[src/rtl/touch_swipe_detector.sv]
// Swipe recognizer for a capacitive touch panel: follows a single-finger track and
// reports one compass direction when the finger lifts or goes quiet.
module touch_swipe_detector #(
    parameter int THRESH_X    = 100,
    parameter int THRESH_Y    = 60,
    parameter int RELEASE_GAP = 2_500_000,
    parameter int MAX_TRACK   = 50_000_000,
    parameter int HOLDOFF     = 12_500_000
) (
    input  logic       iCLK,
    input  logic       iRSTN,
    input  logic       touch_ready,
    input  logic [1:0] reg_touch_count,
    input  logic [9:0] reg_x1,
    input  logic [8:0] reg_y1,
    output logic       gest_n,
    output logic       gest_e,
    output logic       gest_s,
    output logic       gest_w,
    output logic       gest_valid,
    output logic [1:0] gest_dir,
    output logic       busy
);

    localparam int GAP_W = $clog2(RELEASE_GAP + 1);
    localparam int TRK_W = $clog2(MAX_TRACK + 1);
    localparam int HLD_W = $clog2(HOLDOFF + 1);

    localparam logic [GAP_W-1:0] GAP_LAST = GAP_W'(RELEASE_GAP - 1);
    localparam logic [GAP_W-1:0] GAP_MAX  = GAP_W'(RELEASE_GAP);
    localparam logic [TRK_W-1:0] TRK_LAST = TRK_W'(MAX_TRACK - 1);
    localparam logic [TRK_W-1:0] TRK_MAX  = TRK_W'(MAX_TRACK);
    localparam logic [HLD_W-1:0] HLD_LAST = HLD_W'(HOLDOFF - 1);
    localparam logic [HLD_W-1:0] HLD_MAX  = HLD_W'(HOLDOFF);

    localparam logic [1:0] DIR_N = 2'd0;
    localparam logic [1:0] DIR_E = 2'd1;
    localparam logic [1:0] DIR_S = 2'd2;
    localparam logic [1:0] DIR_W = 2'd3;

    typedef enum logic [1:0] {
        S_IDLE  = 2'd0,
        S_TRACK = 2'd1,
        S_EVAL  = 2'd2,
        S_HOLD  = 2'd3
    } state_t;

    state_t           state;
    logic [9:0]       start_x;
    logic [8:0]       start_y;
    logic [9:0]       last_x;
    logic [8:0]       last_y;
    logic [GAP_W-1:0] gap_cnt;
    logic [TRK_W-1:0] track_cnt;
    logic [HLD_W-1:0] hold_cnt;

    logic signed [10:0] dx;
    logic signed [9:0]  dy;
    logic [10:0]        abs_dx;
    logic [9:0]         abs_dy;
    logic               hit;
    logic [1:0]         dir_next;

    logic sample_one;
    logic sample_zero;
    logic sample_multi;

    assign sample_one   = touch_ready && (reg_touch_count == 2'd1);
    assign sample_zero  = touch_ready && (reg_touch_count == 2'd0);
    assign sample_multi = touch_ready && reg_touch_count[1];

    // Zero-extend before subtracting so the full screen span never overflows.
    assign dx = $signed({1'b0, last_x}) - $signed({1'b0, start_x});
    assign dy = $signed({1'b0, last_y}) - $signed({1'b0, start_y});

    always_comb begin
        abs_dx   = dx[10] ? 11'(-dx) : 11'(dx);
        abs_dy   = dy[9]  ? 10'(-dy) : 10'(dy);
        hit      = 1'b0;
        dir_next = gest_dir;
        // Horizontal wins ties; Y grows downward so positive dy is south.
        if ((abs_dx >= {1'b0, abs_dy}) && (int'(abs_dx) >= THRESH_X)) begin
            hit      = 1'b1;
            dir_next = dx[10] ? DIR_W : DIR_E;
        end else if (int'(abs_dy) >= THRESH_Y) begin
            hit      = 1'b1;
            dir_next = dy[9] ? DIR_N : DIR_S;
        end
    end

    always_ff @(posedge iCLK) begin
        if (!iRSTN) begin
            state      <= S_IDLE;
            start_x    <= '0;
            start_y    <= '0;
            last_x     <= '0;
            last_y     <= '0;
            gap_cnt    <= '0;
            track_cnt  <= '0;
            hold_cnt   <= '0;
            gest_n     <= 1'b0;
            gest_e     <= 1'b0;
            gest_s     <= 1'b0;
            gest_w     <= 1'b0;
            gest_valid <= 1'b0;
            gest_dir   <= DIR_N;
            busy       <= 1'b0;
        end else begin
            gest_n     <= 1'b0;
            gest_e     <= 1'b0;
            gest_s     <= 1'b0;
            gest_w     <= 1'b0;
            gest_valid <= 1'b0;

            case (state)
                S_IDLE: begin
                    if (sample_one) begin
                        start_x   <= reg_x1;
                        start_y   <= reg_y1;
                        last_x    <= reg_x1;
                        last_y    <= reg_y1;
                        gap_cnt   <= '0;
                        track_cnt <= '0;
                        state     <= S_TRACK;
                        busy      <= 1'b1;
                    end
                end

                S_TRACK: begin
                    if (sample_one) begin
                        last_x  <= reg_x1;
                        last_y  <= reg_y1;
                        gap_cnt <= '0;
                    end else if (!touch_ready && (gap_cnt != GAP_MAX)) begin
                        gap_cnt <= gap_cnt + 1'b1;
                    end
                    if (track_cnt != TRK_MAX) begin
                        track_cnt <= track_cnt + 1'b1;
                    end

                    // Release beats the track timeout when both land together.
                    if (sample_zero) begin
                        state <= S_EVAL;
                    end else if (sample_multi) begin
                        hold_cnt <= '0;
                        state    <= S_HOLD;
                    end else if (!touch_ready && (gap_cnt == GAP_LAST)) begin
                        state <= S_EVAL;
                    end else if (track_cnt == TRK_LAST) begin
                        hold_cnt <= '0;
                        state    <= S_HOLD;
                    end
                end

                S_EVAL: begin
                    if (hit) begin
                        gest_valid <= 1'b1;
                        gest_dir   <= dir_next;
                        gest_n     <= (dir_next == DIR_N);
                        gest_e     <= (dir_next == DIR_E);
                        gest_s     <= (dir_next == DIR_S);
                        gest_w     <= (dir_next == DIR_W);
                    end
                    hold_cnt <= '0;
                    state    <= S_HOLD;
                end

                S_HOLD: begin
                    if (hold_cnt == HLD_LAST) begin
                        state <= S_IDLE;
                        busy  <= 1'b0;
                    end else if (hold_cnt != HLD_MAX) begin
                        hold_cnt <= hold_cnt + 1'b1;
                    end
                end

                default: begin
                    state <= S_IDLE;
                    busy  <= 1'b0;
                end
            endcase
        end
    end

endmodule

[config.mk]
export PLATFORM = sky130hd
export DESIGN_NAME = touch_swipe_detector
export DESIGN_NICKNAME = d
export VERILOG_FILES = /design/src/rtl/touch_swipe_detector.sv
export SDC_FILE = /design/constraint.sdc
export NUM_CORES = 1
export LEC_CHECK = 0
export BUFFER_PORTS_ARGS = -buffer_cell sky130_fd_sc_hd__buf_2
export CORE_ASPECT_RATIO = 0.5
export CORE_MARGIN = 2
export CORE_UTILIZATION = 50
export DETAILED_ROUTE_END_ITERATION = 12
export PLACE_DENSITY_LB_ADDON = 0.25
export SLEW_MARGIN = 20
export SYNTH_ARGS = -nofsm -noshare
export SYNTH_HDL_FRONTEND = slang
export SYNTH_SLANG_ARGS = --single-unit
export TNS_END_PERCENT = 1
[constraint.sdc]
create_clock -name iCLK -period 11 [get_ports iCLK]
set_clock_uncertainty 0.1 [all_clocks]
set_input_delay 1.1 -clock iCLK [delete_from_list [all_inputs] [get_ports iCLK]]
set_output_delay 1.1 -clock iCLK [all_outputs]
set_load 0.03 [all_outputs]
==> results.md <==
- GRT Resource Usage Total: 21.2%
- Total wire length: 15600 um
- Clk slew on worst S/H paths: 0.06 ns
- Layout area overhead: 13.5%
- DRC: 0
- Setup TNS: 0 ns
- Die Area: 15400 um2
- H-tree depth: 4
- Clk sinks: 120
- Crit path from: last_x[0]
- Final RePlAce weighted congestion: 0.837
- Total CTS buffers: 17
- Nets: 995
- DRT antenna net count: 0
- CORE AREA: 13800 um2
- Peak supply drop: 0.000129 V
- Port bufs: 31
- DIE HEIGHT: 88.7 um
- # hold bufs at CTS: 0
- I/O pin count: 32
- # rows: 30
- Syn Inst Count: 904
- Area contributors post-synth: dfxtp_1 (34%), ha_1 (7.2%), nand2_1 (6.9%)
- Reg2Reg Depth: 18
- Via count: 6210
- Yosys top cell area share: 33.5%
- Initial antenna violation count: 2
- Run status: finished, final reports clean
- Vias per std cell: 5.48
- Hold endpoint: last_x[8]
- Startpoint types: flop
- FMAX: 0.225 GHz
- Req. time, crit path: 11.21 ns
- Layout cells sized above 1: 8.82%
- Sequential share of the synthesized area: 33.5%
- Tmin final: 4.44 ns
- Syn Std Cell Area: 7170 um2
- PostCTS Resize Cnt: 0
- FF+latch count, synth: 120
- Pwr dens: 210 nW/um2
- Post-synth EDFFs: 0
- Max-cap violations: 0
- Max-slew violations: 0
- Crit end category: flop
- Initial Util: 52.0%
- Clk Latency, worst-skew pair: 0.42 ns
- DRT Pass-1 Iters: 5
- Asr flop ratio synth: 0%
- LEAKAGE: 3.01 nW
- Worst hold path type: reg2reg
- Avg Cell Area, Syn: 7.93 um2
- First-pass GRT wire length: 26700 um
- Clock root cell: clkbuf_16
- Vias in the first global route: 5742
- WHS Path Cells: 2
- Primary FF master, synth: dfxtp_1
- CP max FO: 10
- Post-synth top cells: nand2_1 (132), dfxtp_1 (120), nor2_1 (95)
- Largest area contributor in the netlist: dfxtp_1
- Cell variety after synth: 63
- RSZ-0062 raised after global routing: no
- Total chip power: 1.71 mW
- Net Count, Synth: 971
- Hold_ws: 0.366 ns
- Final period util: 40.4%
- Hpwl dp: 10700 um
- Crit path DAT: 4.66 ns
- RR Endpoint: gest_valid
- Pin count of the biggest net entering global routing: 55
- Critical path class: reg2reg
- R2R Path Start: last_x[0]
- Post-CTS setup buffers: 0
- Slew @ Worst Pin: 0.868 ns
- Die width: 173 um
- Flop2flop setup slack: 6.56 ns
- CTS max path bufs: 2
- Gr ovfl total: 0
- Ys Warns: 0
- Slew headroom: 42.0%
- DRT iter0 DRCs: 412
- Fin. Hold Viols: 0
- Min-delay src: last_x[8]
- CTS tree: built
- Most common cell in the netlist: nand2_1
- Final setup viols: 0
- Wire per inst: 13.7 um
==> cell families (layout without fill, tap and decap cells) <==
family | after synthesis | in the layout | share of synthesized area (%)
simple gates | 401 | 401 | 27.0
other cells | 0 | 1 | 0
compound gates | 179 | 179 | 17.2
xor+xnor | 82 | 82 | 10.0
flops | 120 | 120 | 33.5
fa+ha+maj | 43 | 43 | 7.71
mux | 3 | 3 | 0.419
buf+inv | 76 | 113 | 4.08
==> routing by layer <==
layer	global-route usage, %	wire, um
met5	0	13
met2	34.9	6860
met1	28.0	7910
met3	5.24	664
met4	5.93	139
==> cell usage in the layout, fill, tap and decap left out, types with 8 or more instances in the layout <==
cell	instances
a21boi_0	42
nor2_1	95
dfxtp_1	120
clkbuf_16	17
nand2_1	132
nor2b_1	8
inv_1	43
xor2_1	45
a21o_1	13
buf_2	31
nand3_1	36
nand4_1	16
or3_1	19
ha_1	41
nor3_1	24
o21ai_0	30
and3_1	10
nand2b_1	10
a21oi_1	35
xnor2_1	37
==> report_power, final <==
group / switching (mW) / leakage (nW) / internal [mW]
clock: 0.218 / 0.305 / 0.388
combinational: 0.387 / 1.74 / 0.251
sequential: 0.0127 / 0.969 / 0.453
total: 0.617 / 3.01 / 1.09
==> stage by stage <==
| step | cell area, um2 | setup WS (ns) | std cells | utilization [%] |
|---|---|---|---|---|
| floorplan | 7170 | 7.02 | 904 | - |
| global placement | 7490 | 6.71 | 1101 | 54.4 |
| detailed placement | 7490 | 6.64 | 1101 | 54.4 |
| CTS | 8130 | 6.62 | 1133 | 59.0 |
| global route | 8130 | 6.13 | 1133 | 59.0 |
| finish | 8140 | 6.56 | 1134 | 59.1 |
==> worst max path at each step <==
stage | to | slack (ns) | cells after the start
6_report | gest_valid | 6.56 | 18
5_1_grt | gest_valid | 6.13 | 17
4_1_cts | gest_valid | 6.62 | 18
3_5_place_dp | gest_valid | 6.64 | 18
3_3_place_gp | gest_valid | 6.71 | 18
2_1_floorplan | gest_valid | 7.02 | 18
==> cell type report <==
class / count / area, um2
fill: 1267 / 5640
antenna: 1 / 2.50
clock buffer: 19 / 443
timing repair buffer: 38 / 208
tap: 192 / 240
multi-input combinational: 708 / 4490
clock inverter: 13 / 193
sequential: 120 / 2400
inverter: 43 / 161
==> registers in the layout, summed over array words and instances, names as in the netlist <==
register / count
gest_e: 1
start_x: 10
busy: 1
last_y: 9
track_cnt: 26
state: 2
hold_cnt: 24
last_x: 10
start_y: 9
gest_valid: 1
gest_dir: 2
gest_s: 1
gest_n: 1
gap_cnt: 22
gest_w: 1
==> worst max-delay path, stage by stage, from the launching register on <==
cell and delay, ns:
dfxtp_1 0.31, inv_1 0.05, ha_1 0.17, inv_1 0.06
fa_1 0.43, a211oi_4 0.30, nor3_1 0.10, o41a_1 0.43
nor2_1 0.45, o21ai_0 0.16, ha_1 0.29, a21o_1 0.15
a21oi_1 0.15, o21ai_0 0.11, a21o_1 0.18, a2111oi_0 0.38
or3_1 0.21, a21oi_1 0.11, o21ba_1 0.19
Note: power is estimated with default switching activity, not from simulation.
